<file path="config.mk">
export PLATFORM = sky130hd
export DESIGN_NAME = framebuffer_line_serializer_flat
export DESIGN_NICKNAME = d
export VERILOG_FILES = /design/src/rtl/framebuffer_line_serializer_pkg.sv /design/src/rtl/framebuffer_line_serializer_if.sv /design/src/rtl/framebuffer_line_serializer_beat_fifo.sv /design/src/rtl/framebuffer_line_serializer.sv /design/src/flat_wrapper.sv
export SDC_FILE = /design/constraint.sdc
export NUM_CORES = 1
export LEC_CHECK = 0
export ABC_CLOCK_PERIOD_IN_PS = 5900
export CORE_MARGIN = 1
export CORE_UTILIZATION = 53
export CTS_CLUSTER_DIAMETER = 80
export CTS_CLUSTER_SIZE = 30
export DETAILED_ROUTE_END_ITERATION = 8
export GPL_ROUTABILITY_DRIVEN = 0
export GPL_TIMING_DRIVEN = 0
export PLACE_DENSITY = 0.86
export SLEW_MARGIN = 10
export SYNTH_ARGS = -nofsm -noshare
export SYNTH_HDL_FRONTEND = slang
export SYNTH_HIERARCHICAL = 1
export SYNTH_SLANG_ARGS = --single-unit
</file>
<file path="constraint.sdc">
create_clock -name aclk -period 5.9 [get_ports aclk]
set_input_delay 0.59 -clock aclk [delete_from_list [all_inputs] [get_ports aclk]]
set_output_delay 0.59 -clock aclk [all_outputs]
set_load 0.005 [all_outputs]
</file>
<file path="src/rtl/framebuffer_line_serializer_pkg.sv">
// Shared defaults and small helpers for the framebuffer line serializer.
// Derived widths stay local to each module so that every instance can be parameterised alone.
package framebuffer_line_serializer_pkg;

   localparam int unsigned DEF_STREAM_WIDTH    = 64;
   localparam int unsigned DEF_ADDR_WIDTH      = 32;
   localparam int unsigned DEF_ID_WIDTH        = 8;
   localparam int unsigned DEF_PIXEL_WIDTH     = 16;
   localparam int unsigned DEF_BEAT_FIFO_DEPTH = 4;

   localparam logic [1:0] RRESP_OKAY = 2'b00;

   function automatic int unsigned pix_per_beat(input int unsigned stream_w,
                                                input int unsigned pixel_w);
      return stream_w / pixel_w;
   endfunction

endpackage

</file>
<file path="src/rtl/framebuffer_line_serializer_if.sv">
// Fetch, memory read and pixel output streams of the line serializer.
// The master modport is the serializer itself; slave is the surrounding system.
interface framebuffer_line_serializer_if
   import framebuffer_line_serializer_pkg::*;
#(
   parameter int unsigned STREAM_WIDTH = DEF_STREAM_WIDTH,
   parameter int unsigned ADDR_WIDTH   = DEF_ADDR_WIDTH,
   parameter int unsigned ID_WIDTH     = DEF_ID_WIDTH,
   parameter int unsigned PIXEL_WIDTH  = DEF_PIXEL_WIDTH
);

   logic                    s_fetch_axis_tvalid;
   logic                    s_fetch_axis_tready;
   logic                    s_fetch_axis_tlast;
   logic [ADDR_WIDTH-1:0]   s_fetch_axis_tdest;

   logic [ID_WIDTH-1:0]     m_mem_axi_rid;
   logic [STREAM_WIDTH-1:0] m_mem_axi_rdata;
   logic [1:0]              m_mem_axi_rresp;
   logic                    m_mem_axi_rlast;
   logic                    m_mem_axi_rvalid;
   logic                    m_mem_axi_rready;

   logic                    m_frag_axis_tvalid;
   logic                    m_frag_axis_tready;
   logic                    m_frag_axis_tlast;
   logic [PIXEL_WIDTH-1:0]  m_frag_axis_tdata;
   logic [ADDR_WIDTH-1:0]   m_frag_axis_tdest;

   logic                    err_rresp;

   modport master (
      input  s_fetch_axis_tvalid, s_fetch_axis_tlast, s_fetch_axis_tdest,
      output s_fetch_axis_tready,
      input  m_mem_axi_rid, m_mem_axi_rdata, m_mem_axi_rresp, m_mem_axi_rlast,
      input  m_mem_axi_rvalid,
      output m_mem_axi_rready,
      output m_frag_axis_tvalid, m_frag_axis_tlast, m_frag_axis_tdata, m_frag_axis_tdest,
      input  m_frag_axis_tready,
      output err_rresp
   );

   modport slave (
      output s_fetch_axis_tvalid, s_fetch_axis_tlast, s_fetch_axis_tdest,
      input  s_fetch_axis_tready,
      output m_mem_axi_rid, m_mem_axi_rdata, m_mem_axi_rresp, m_mem_axi_rlast,
      output m_mem_axi_rvalid,
      input  m_mem_axi_rready,
      input  m_frag_axis_tvalid, m_frag_axis_tlast, m_frag_axis_tdata, m_frag_axis_tdest,
      output m_frag_axis_tready,
      input  err_rresp
   );

endinterface

</file>
<file path="src/rtl/framebuffer_line_serializer_beat_fifo.sv">
// Small circular FIFO holding memory read beats until a line miss consumes them.
// Storage is not reset; only pointers and the occupancy count are.
module beat_fifo
   import framebuffer_line_serializer_pkg::*;
#(
   parameter int unsigned DATA_WIDTH = DEF_STREAM_WIDTH,
   parameter int unsigned DEPTH      = DEF_BEAT_FIFO_DEPTH
) (
   input  logic                          clk_i,
   input  logic                          rst_i,
   input  logic                          push_i,
   input  logic [DATA_WIDTH-1:0]         data_i,
   input  logic                          pop_i,
   output logic [DATA_WIDTH-1:0]         data_o,
   output logic                          full_o,
   output logic                          empty_o,
   output logic [$clog2(DEPTH):0]        count_o
);

   localparam int unsigned PTR_WIDTH = $clog2(DEPTH);
   localparam int unsigned CNT_WIDTH = PTR_WIDTH + 1;

   logic [DATA_WIDTH-1:0] mem_q [DEPTH];
   logic [PTR_WIDTH-1:0]  wr_ptr_q, wr_ptr_d;
   logic [PTR_WIDTH-1:0]  rd_ptr_q, rd_ptr_d;
   logic [CNT_WIDTH-1:0]  count_q, count_d;
   logic                  do_push, do_pop;

   assign full_o  = (count_q == CNT_WIDTH'(DEPTH));
   assign empty_o = (count_q == '0);
   assign count_o = count_q;
   assign data_o  = mem_q[rd_ptr_q];

   // Guard against misuse even though the top never pushes when full or pops when empty.
   assign do_push = push_i && !full_o;
   assign do_pop  = pop_i && !empty_o;

   always_comb begin
      wr_ptr_d = wr_ptr_q;
      rd_ptr_d = rd_ptr_q;
      count_d  = count_q;
      if (do_push) wr_ptr_d = wr_ptr_q + PTR_WIDTH'(1);
      if (do_pop)  rd_ptr_d = rd_ptr_q + PTR_WIDTH'(1);
      unique case ({do_push, do_pop})
         2'b10:   count_d = count_q + CNT_WIDTH'(1);
         2'b01:   count_d = count_q - CNT_WIDTH'(1);
         default: count_d = count_q;
      endcase
   end

   always_ff @(posedge clk_i or posedge rst_i) begin
      if (rst_i) begin
         wr_ptr_q <= '0;
         rd_ptr_q <= '0;
         count_q  <= '0;
      end else begin
         wr_ptr_q <= wr_ptr_d;
         rd_ptr_q <= rd_ptr_d;
         count_q  <= count_d;
      end
   end

   always_ff @(posedge clk_i) begin
      if (do_push) mem_q[wr_ptr_q] <= data_i;
   end

endmodule

</file>
<file path="src/rtl/framebuffer_line_serializer.sv">
// Turns a stream of pixel addresses into a stream of pixels, using one cached memory line
// and a FIFO of prefetched read beats; every line miss consumes exactly one beat.
module framebuffer_line_serializer
   import framebuffer_line_serializer_pkg::*;
#(
   parameter int unsigned STREAM_WIDTH    = DEF_STREAM_WIDTH,
   parameter int unsigned ADDR_WIDTH      = DEF_ADDR_WIDTH,
   parameter int unsigned ID_WIDTH        = DEF_ID_WIDTH,
   parameter int unsigned PIXEL_WIDTH     = DEF_PIXEL_WIDTH,
   parameter int unsigned BEAT_FIFO_DEPTH = DEF_BEAT_FIFO_DEPTH
) (
   input  logic                          aclk,
   input  logic                          areset,
   framebuffer_line_serializer_if.master bus
);

   localparam int unsigned PIX_PER_BEAT = pix_per_beat(STREAM_WIDTH, PIXEL_WIDTH);
   localparam int unsigned P            = $clog2(PIX_PER_BEAT);
   localparam int unsigned TAG_WIDTH    = ADDR_WIDTH - P;
   localparam int unsigned CNT_WIDTH    = $clog2(BEAT_FIFO_DEPTH) + 1;

   logic [TAG_WIDTH-1:0]    fetch_tag;
   logic [31:0]             slot_shift;
   logic [STREAM_WIDTH-1:0] fifo_head;
   logic [STREAM_WIDTH-1:0] src_line;
   logic                    fifo_full, fifo_empty, fifo_push, fifo_pop;
   logic [CNT_WIDTH-1:0]    fifo_count;
   logic                    hit, out_free, fetch_ready, accept;

   logic [STREAM_WIDTH-1:0] line_q, line_d;
   logic [TAG_WIDTH-1:0]    line_tag_q, line_tag_d;
   logic                    line_valid_q, line_valid_d;
   logic                    out_valid_q, out_valid_d;
   logic                    out_last_q, out_last_d;
   logic [PIXEL_WIDTH-1:0]  out_data_q, out_data_d;
   logic [ADDR_WIDTH-1:0]   out_dest_q, out_dest_d;
   logic                    err_q, err_d;

   // A single pixel per beat has no slot bits: the whole address is the tag.
   if (P == 0) begin : g_no_slot
      assign fetch_tag  = bus.s_fetch_axis_tdest;
      assign slot_shift = '0;
   end else begin : g_slot
      assign fetch_tag  = bus.s_fetch_axis_tdest[ADDR_WIDTH-1:P];
      assign slot_shift = 32'(bus.s_fetch_axis_tdest[P-1:0]) * 32'(PIXEL_WIDTH);
   end

   assign fifo_push = bus.m_mem_axi_rvalid && bus.m_mem_axi_rready;

   beat_fifo #(
      .DATA_WIDTH (STREAM_WIDTH),
      .DEPTH      (BEAT_FIFO_DEPTH)
   ) u_fifo (
      .clk_i   (aclk),
      .rst_i   (areset),
      .push_i  (fifo_push),
      .data_i  (bus.m_mem_axi_rdata),
      .pop_i   (fifo_pop),
      .data_o  (fifo_head),
      .full_o  (fifo_full),
      .empty_o (fifo_empty),
      .count_o (fifo_count)
   );

   // Tag match needs the separate valid bit so an all-ones tag is not mistaken for "empty".
   assign hit         = line_valid_q && (line_tag_q == fetch_tag);
   assign out_free    = !out_valid_q || bus.m_frag_axis_tready;
   assign fetch_ready = out_free && (hit || (fifo_count != '0));
   assign accept      = bus.s_fetch_axis_tvalid && fetch_ready;
   assign fifo_pop    = accept && !hit;
   assign src_line    = hit ? line_q : fifo_head;

   always_comb begin
      line_d       = line_q;
      line_tag_d   = line_tag_q;
      line_valid_d = line_valid_q;
      out_valid_d  = out_valid_q;
      out_last_d   = out_last_q;
      out_data_d   = out_data_q;
      out_dest_d   = out_dest_q;
      err_d        = err_q;

      if (fifo_push && (bus.m_mem_axi_rresp != RRESP_OKAY)) err_d = 1'b1;

      if (accept) begin
         if (!hit) begin
            line_d     = fifo_head;
            line_tag_d = fetch_tag;
         end
         // End of a line invalidates it so the next fetch always takes a fresh beat.
         line_valid_d = !bus.s_fetch_axis_tlast;
         out_valid_d  = 1'b1;
         out_last_d   = bus.s_fetch_axis_tlast;
         out_data_d   = PIXEL_WIDTH'(src_line >> slot_shift);
         out_dest_d   = bus.s_fetch_axis_tdest;
      end else if (bus.m_frag_axis_tready) begin
         out_valid_d = 1'b0;
      end
   end

   always_ff @(posedge aclk or posedge areset) begin
      if (areset) begin
         line_valid_q <= 1'b0;
         out_valid_q  <= 1'b0;
         out_last_q   <= 1'b0;
         err_q        <= 1'b0;
      end else begin
         line_valid_q <= line_valid_d;
         out_valid_q  <= out_valid_d;
         out_last_q   <= out_last_d;
         err_q        <= err_d;
      end
   end

   always_ff @(posedge aclk) begin
      line_q     <= line_d;
      line_tag_q <= line_tag_d;
      out_data_q <= out_data_d;
      out_dest_q <= out_dest_d;
   end

   assign bus.s_fetch_axis_tready = fetch_ready;
   assign bus.m_mem_axi_rready    = !fifo_full;
   assign bus.m_frag_axis_tvalid  = out_valid_q;
   assign bus.m_frag_axis_tlast   = out_last_q;
   assign bus.m_frag_axis_tdata   = out_data_q;
   assign bus.m_frag_axis_tdest   = out_dest_q;
   assign bus.err_rresp           = err_q;

   logic unused_sigs;
   assign unused_sigs = ^{bus.m_mem_axi_rid, bus.m_mem_axi_rlast, fifo_empty};

endmodule

</file>
<file path="src/flat_wrapper.sv">
// flat-port wrapper written by rule: the top's interface ports become plain ports
module framebuffer_line_serializer_flat import framebuffer_line_serializer_pkg::*;
#(
   parameter int unsigned STREAM_WIDTH    = DEF_STREAM_WIDTH,
   parameter int unsigned ADDR_WIDTH      = DEF_ADDR_WIDTH,
   parameter int unsigned ID_WIDTH        = DEF_ID_WIDTH,
   parameter int unsigned PIXEL_WIDTH     = DEF_PIXEL_WIDTH,
   parameter int unsigned BEAT_FIFO_DEPTH = DEF_BEAT_FIFO_DEPTH
)
  (aclk, areset, bus_s_fetch_axis_tvalid, bus_s_fetch_axis_tlast, bus_s_fetch_axis_tdest, bus_s_fetch_axis_tready, bus_m_mem_axi_rid, bus_m_mem_axi_rdata, bus_m_mem_axi_rresp, bus_m_mem_axi_rlast, bus_m_mem_axi_rvalid, bus_m_mem_axi_rready, bus_m_frag_axis_tvalid, bus_m_frag_axis_tlast, bus_m_frag_axis_tdata, bus_m_frag_axis_tdest, bus_m_frag_axis_tready, bus_err_rresp);
  framebuffer_line_serializer_if #(.STREAM_WIDTH(STREAM_WIDTH), .ADDR_WIDTH(ADDR_WIDTH), .ID_WIDTH(ID_WIDTH), .PIXEL_WIDTH(PIXEL_WIDTH)) bus_i ();
  input  logic aclk;
  input  logic areset;
  input wire logic [$bits(bus_i.s_fetch_axis_tvalid)-1:0] bus_s_fetch_axis_tvalid;
  input wire logic [$bits(bus_i.s_fetch_axis_tlast)-1:0] bus_s_fetch_axis_tlast;
  input wire logic [$bits(bus_i.s_fetch_axis_tdest)-1:0] bus_s_fetch_axis_tdest;
  output wire logic [$bits(bus_i.s_fetch_axis_tready)-1:0] bus_s_fetch_axis_tready;
  input wire logic [$bits(bus_i.m_mem_axi_rid)-1:0] bus_m_mem_axi_rid;
  input wire logic [$bits(bus_i.m_mem_axi_rdata)-1:0] bus_m_mem_axi_rdata;
  input wire logic [$bits(bus_i.m_mem_axi_rresp)-1:0] bus_m_mem_axi_rresp;
  input wire logic [$bits(bus_i.m_mem_axi_rlast)-1:0] bus_m_mem_axi_rlast;
  input wire logic [$bits(bus_i.m_mem_axi_rvalid)-1:0] bus_m_mem_axi_rvalid;
  output wire logic [$bits(bus_i.m_mem_axi_rready)-1:0] bus_m_mem_axi_rready;
  output wire logic [$bits(bus_i.m_frag_axis_tvalid)-1:0] bus_m_frag_axis_tvalid;
  output wire logic [$bits(bus_i.m_frag_axis_tlast)-1:0] bus_m_frag_axis_tlast;
  output wire logic [$bits(bus_i.m_frag_axis_tdata)-1:0] bus_m_frag_axis_tdata;
  output wire logic [$bits(bus_i.m_frag_axis_tdest)-1:0] bus_m_frag_axis_tdest;
  input wire logic [$bits(bus_i.m_frag_axis_tready)-1:0] bus_m_frag_axis_tready;
  output wire logic [$bits(bus_i.err_rresp)-1:0] bus_err_rresp;
  assign bus_i.s_fetch_axis_tvalid = bus_s_fetch_axis_tvalid;
  assign bus_i.s_fetch_axis_tlast = bus_s_fetch_axis_tlast;
  assign bus_i.s_fetch_axis_tdest = bus_s_fetch_axis_tdest;
  assign bus_s_fetch_axis_tready = bus_i.s_fetch_axis_tready;
  assign bus_i.m_mem_axi_rid = bus_m_mem_axi_rid;
  assign bus_i.m_mem_axi_rdata = bus_m_mem_axi_rdata;
  assign bus_i.m_mem_axi_rresp = bus_m_mem_axi_rresp;
  assign bus_i.m_mem_axi_rlast = bus_m_mem_axi_rlast;
  assign bus_i.m_mem_axi_rvalid = bus_m_mem_axi_rvalid;
  assign bus_m_mem_axi_rready = bus_i.m_mem_axi_rready;
  assign bus_m_frag_axis_tvalid = bus_i.m_frag_axis_tvalid;
  assign bus_m_frag_axis_tlast = bus_i.m_frag_axis_tlast;
  assign bus_m_frag_axis_tdata = bus_i.m_frag_axis_tdata;
  assign bus_m_frag_axis_tdest = bus_i.m_frag_axis_tdest;
  assign bus_i.m_frag_axis_tready = bus_m_frag_axis_tready;
  assign bus_err_rresp = bus_i.err_rresp;
  framebuffer_line_serializer #(.STREAM_WIDTH(STREAM_WIDTH), .ADDR_WIDTH(ADDR_WIDTH), .ID_WIDTH(ID_WIDTH), .PIXEL_WIDTH(PIXEL_WIDTH), .BEAT_FIFO_DEPTH(BEAT_FIFO_DEPTH)) u_core (.aclk(aclk), .areset(areset), .bus(bus_i));
endmodule
</file>
==> results.md <==
- First-pass GRT wire length: 49.9 mm
- Worst Setup EP: bus_s_fetch_axis_tready
- Vias: approximately 8,600
- Share of layout cells above drive strength 1: 13.3%
- Pwr dens: around 420 nW/um^2
- Root Driver: clkbuf_16
- Avg WL per Cell: around 23 um
- 1st-iter DRT viols: between 1,000 and 1,500
- Setup Fix Bufs, Post-CTS: 0
- Largest net degree at the start of global routing: 44
- Synth Cell Area: about 16,000 um^2
- H-tree levels: 1
- Slew HR: 21.9%
- WP data required: 5.31 ns
- Area Growth Syn to Fin: 16.7%
- R2r setup slk: roughly 2.5 ns
- Final Hold Violating Endpoints: 0
- R2R Path End: u_core/bus.m_frag_axis_tdata[13]
- VDD IR max: roughly 0.30 mV
- Nets: 1,131
- Post-CTS sizing: 0
- Worst setup path start: bus_s_fetch_axis_tdest[21]
- CP Class: primary input to output port
- Core area: roughly 30,000 um^2
- Clk Latency, worst-skew pair: roughly 0.55 ns
- Die extent in x: around 180 um
- Routed Wire Length: around 33 mm
- Via density: approximately 6
- Die Y: 177 um
- Antenna viol nets, final: 0
- CP Launch Type: primary input
- Crit path time final: roughly 3.7 ns
- GR peak layer: met2
- RSZ-0062 raised after global routing: false
- RR Startpoint: u_core/line_tag_q[5]
- Starting density of the core: 54.4%
- Outcome: finished, final reports clean
- Sink Count: a little over 400
- Placed cells: 1,382
- Met2 usage in global routing: between 30% and 40%
- GR Overflow Total: 0
- Post-DP HPWL: between 20 and 25 mm
- Crit Path Max Fanout: 4
- R2R depth: 7
- Synthesis Warnings: 6
- Total GRT Usage: about a fifth
- Hold-fix buffers, CTS: 0
- Initial antenna violation count: 1
- Worst-Margin Slew: 1.16 ns
- Final clock skew: roughly 0.038 ns
- GR Util met3: 3.50%
- Total Die Area: ~31,000 um^2
- Post-Syn Nets: 949
- Fmax: between 200 and 300 MHz
- Final setup vio count: 0
- # diodes: 0
- CTS Buf Count: 18
- Number of global-route vias before repair: between 8,000 and 9,000
- Max-cap violations: 0
- Met1 Use GR: ~30%
- CTS tree: done
- Period utilization: 63.3%
- Non-Filler Instances: about 1,400
- Synth Area per Inst: a little under 20 um^2
- Synth Instances: between 800 and 900
- Worst hold path type: primary input to async pin
- Core Rows: 63
- DRC errors left: 0
- Final Core Density: 63.5%
- Initial DRT Pass Iterations: 5
- CP arrival: ~3.1 ns
- Crit end category: output port
- Slew Limit Fails: 0
- Clock buffer depth: 3
- Clock-pin transition on the worst setup and hold timing paths: 0.11 ns
- Lkg Pwr: ~6.6 nW
- I/O pin count: roughly 170
- WHS: between 0.2 and 0.3 ns
- I/O Buffers: approximately 160
## metrics by stage
step / TNS (ns) / setup slack [ns] / total power [mW] / area (um^2)
6_report: 0 / 2.17 / 7.89 / 19000
5_1_grt: 0 / 2.06 / 8.22 / 19000
4_1_cts: 0 / 2.14 / 7.94 / 19000
3_5_place_dp: 0 / 1.89 / 6.53 / 18400
3_3_place_gp: -19.14 / -0.299 / 6.43 / 18300
2_1_floorplan: 0 / 1.35 / 5.68 / 16200
## worst max-delay path, stage by stage
cell and delay (ns):
clkdlybuf4s50_1 0.50, xnor2_1 0.30, nand4_1 0.10, or4_1 0.57, nor2_1 0.39, o21a_1 0.18
clkdlybuf4s50_1 0.50
## worst min path at each step
stage                               from                   end  depth (start not counted)
global route                      areset   u_core/line_valid_q                          2
finish                            areset  u_core/bus.err_rresp                          2
CTS                               areset   u_core/line_valid_q                          2
floorplan                         areset  u_core/bus.err_rresp                          1
global placement    u_core/bus.err_rresp  u_core/bus.err_rresp                          1
detailed placement  u_core/bus.err_rresp  u_core/bus.err_rresp                          1
## report_power, final
part | internal [mW] | total [mW] | switching [mW]
registers | 4.01 | 4.17 | 0.163
clock network | 0.587 | 1.44 | 0.852
logic | 1.08 | 2.29 | 1.21
total | 5.67 | 7.89 | 2.22
## state kept, by name, indices dropped and copies added, names as in the netlist
signal	cells
u_core/bus.err_rresp	1
u_core/line_tag_q	30
u_core/u_fifo/mem_q	256
u_core/u_fifo/count_o	3
u_core/line_q	64
u_core/bus.m_frag_axis_tlast	1
u_core/u_fifo/wr_ptr_q	2
u_core/u_fifo/rd_ptr_q	2
u_core/bus.m_frag_axis_tvalid	1
u_core/line_valid_q	1
u_core/bus.m_frag_axis_tdata	16
u_core/bus.m_frag_axis_tdest	32
## cell usage in the layout (no fill, tap or decap), types with 2 or more instances in the layout
cell               n
clkdlybuf4s50_1  156
buf_12             6
mux2i_1            2
nand2_1            3
nand2b_1           4
xnor2_1           33
inv_8              2
a211oi_1          64
mux2_2             2
mux4_2            64
a21o_1            64
o21ai_0            2
buf_6             18
clkbuf_1          18
ha_1               5
buf_1              3
nor2_1             2
inv_1             10
buf_4              2
nor4_1            16
dfrtp_1           11
or4_1              2
and3_1            64
and2_4             4
nand3_1            3
buf_2              9
nand4_1           14
clkbuf_16         18
edfxtp_1         398
xor2_1             3
## cell type report
cell class              instances  area [um^2]
clock buffers                  21          462
multi-input cells             364         3670
well taps                     390          488
fillers                      2009        10900
clock inverters                 5         63.8
inverters                      10         37.5
plain buffers                  47          330
repair buffers                162         1680
flip-flops and latches        409        12200
## metal layers
| metal | wire (um) | vias up |
|---|---|---|
| met2 | 16100 | 435 |
| li1 | - | 3762 |
| met4 | 805 | 2 |
| met5 | 8 | - |
| met3 | 2670 | 45 |
| met1 | 13100 | 4364 |
No activity file was read; power rests on OpenSTA's default activity.
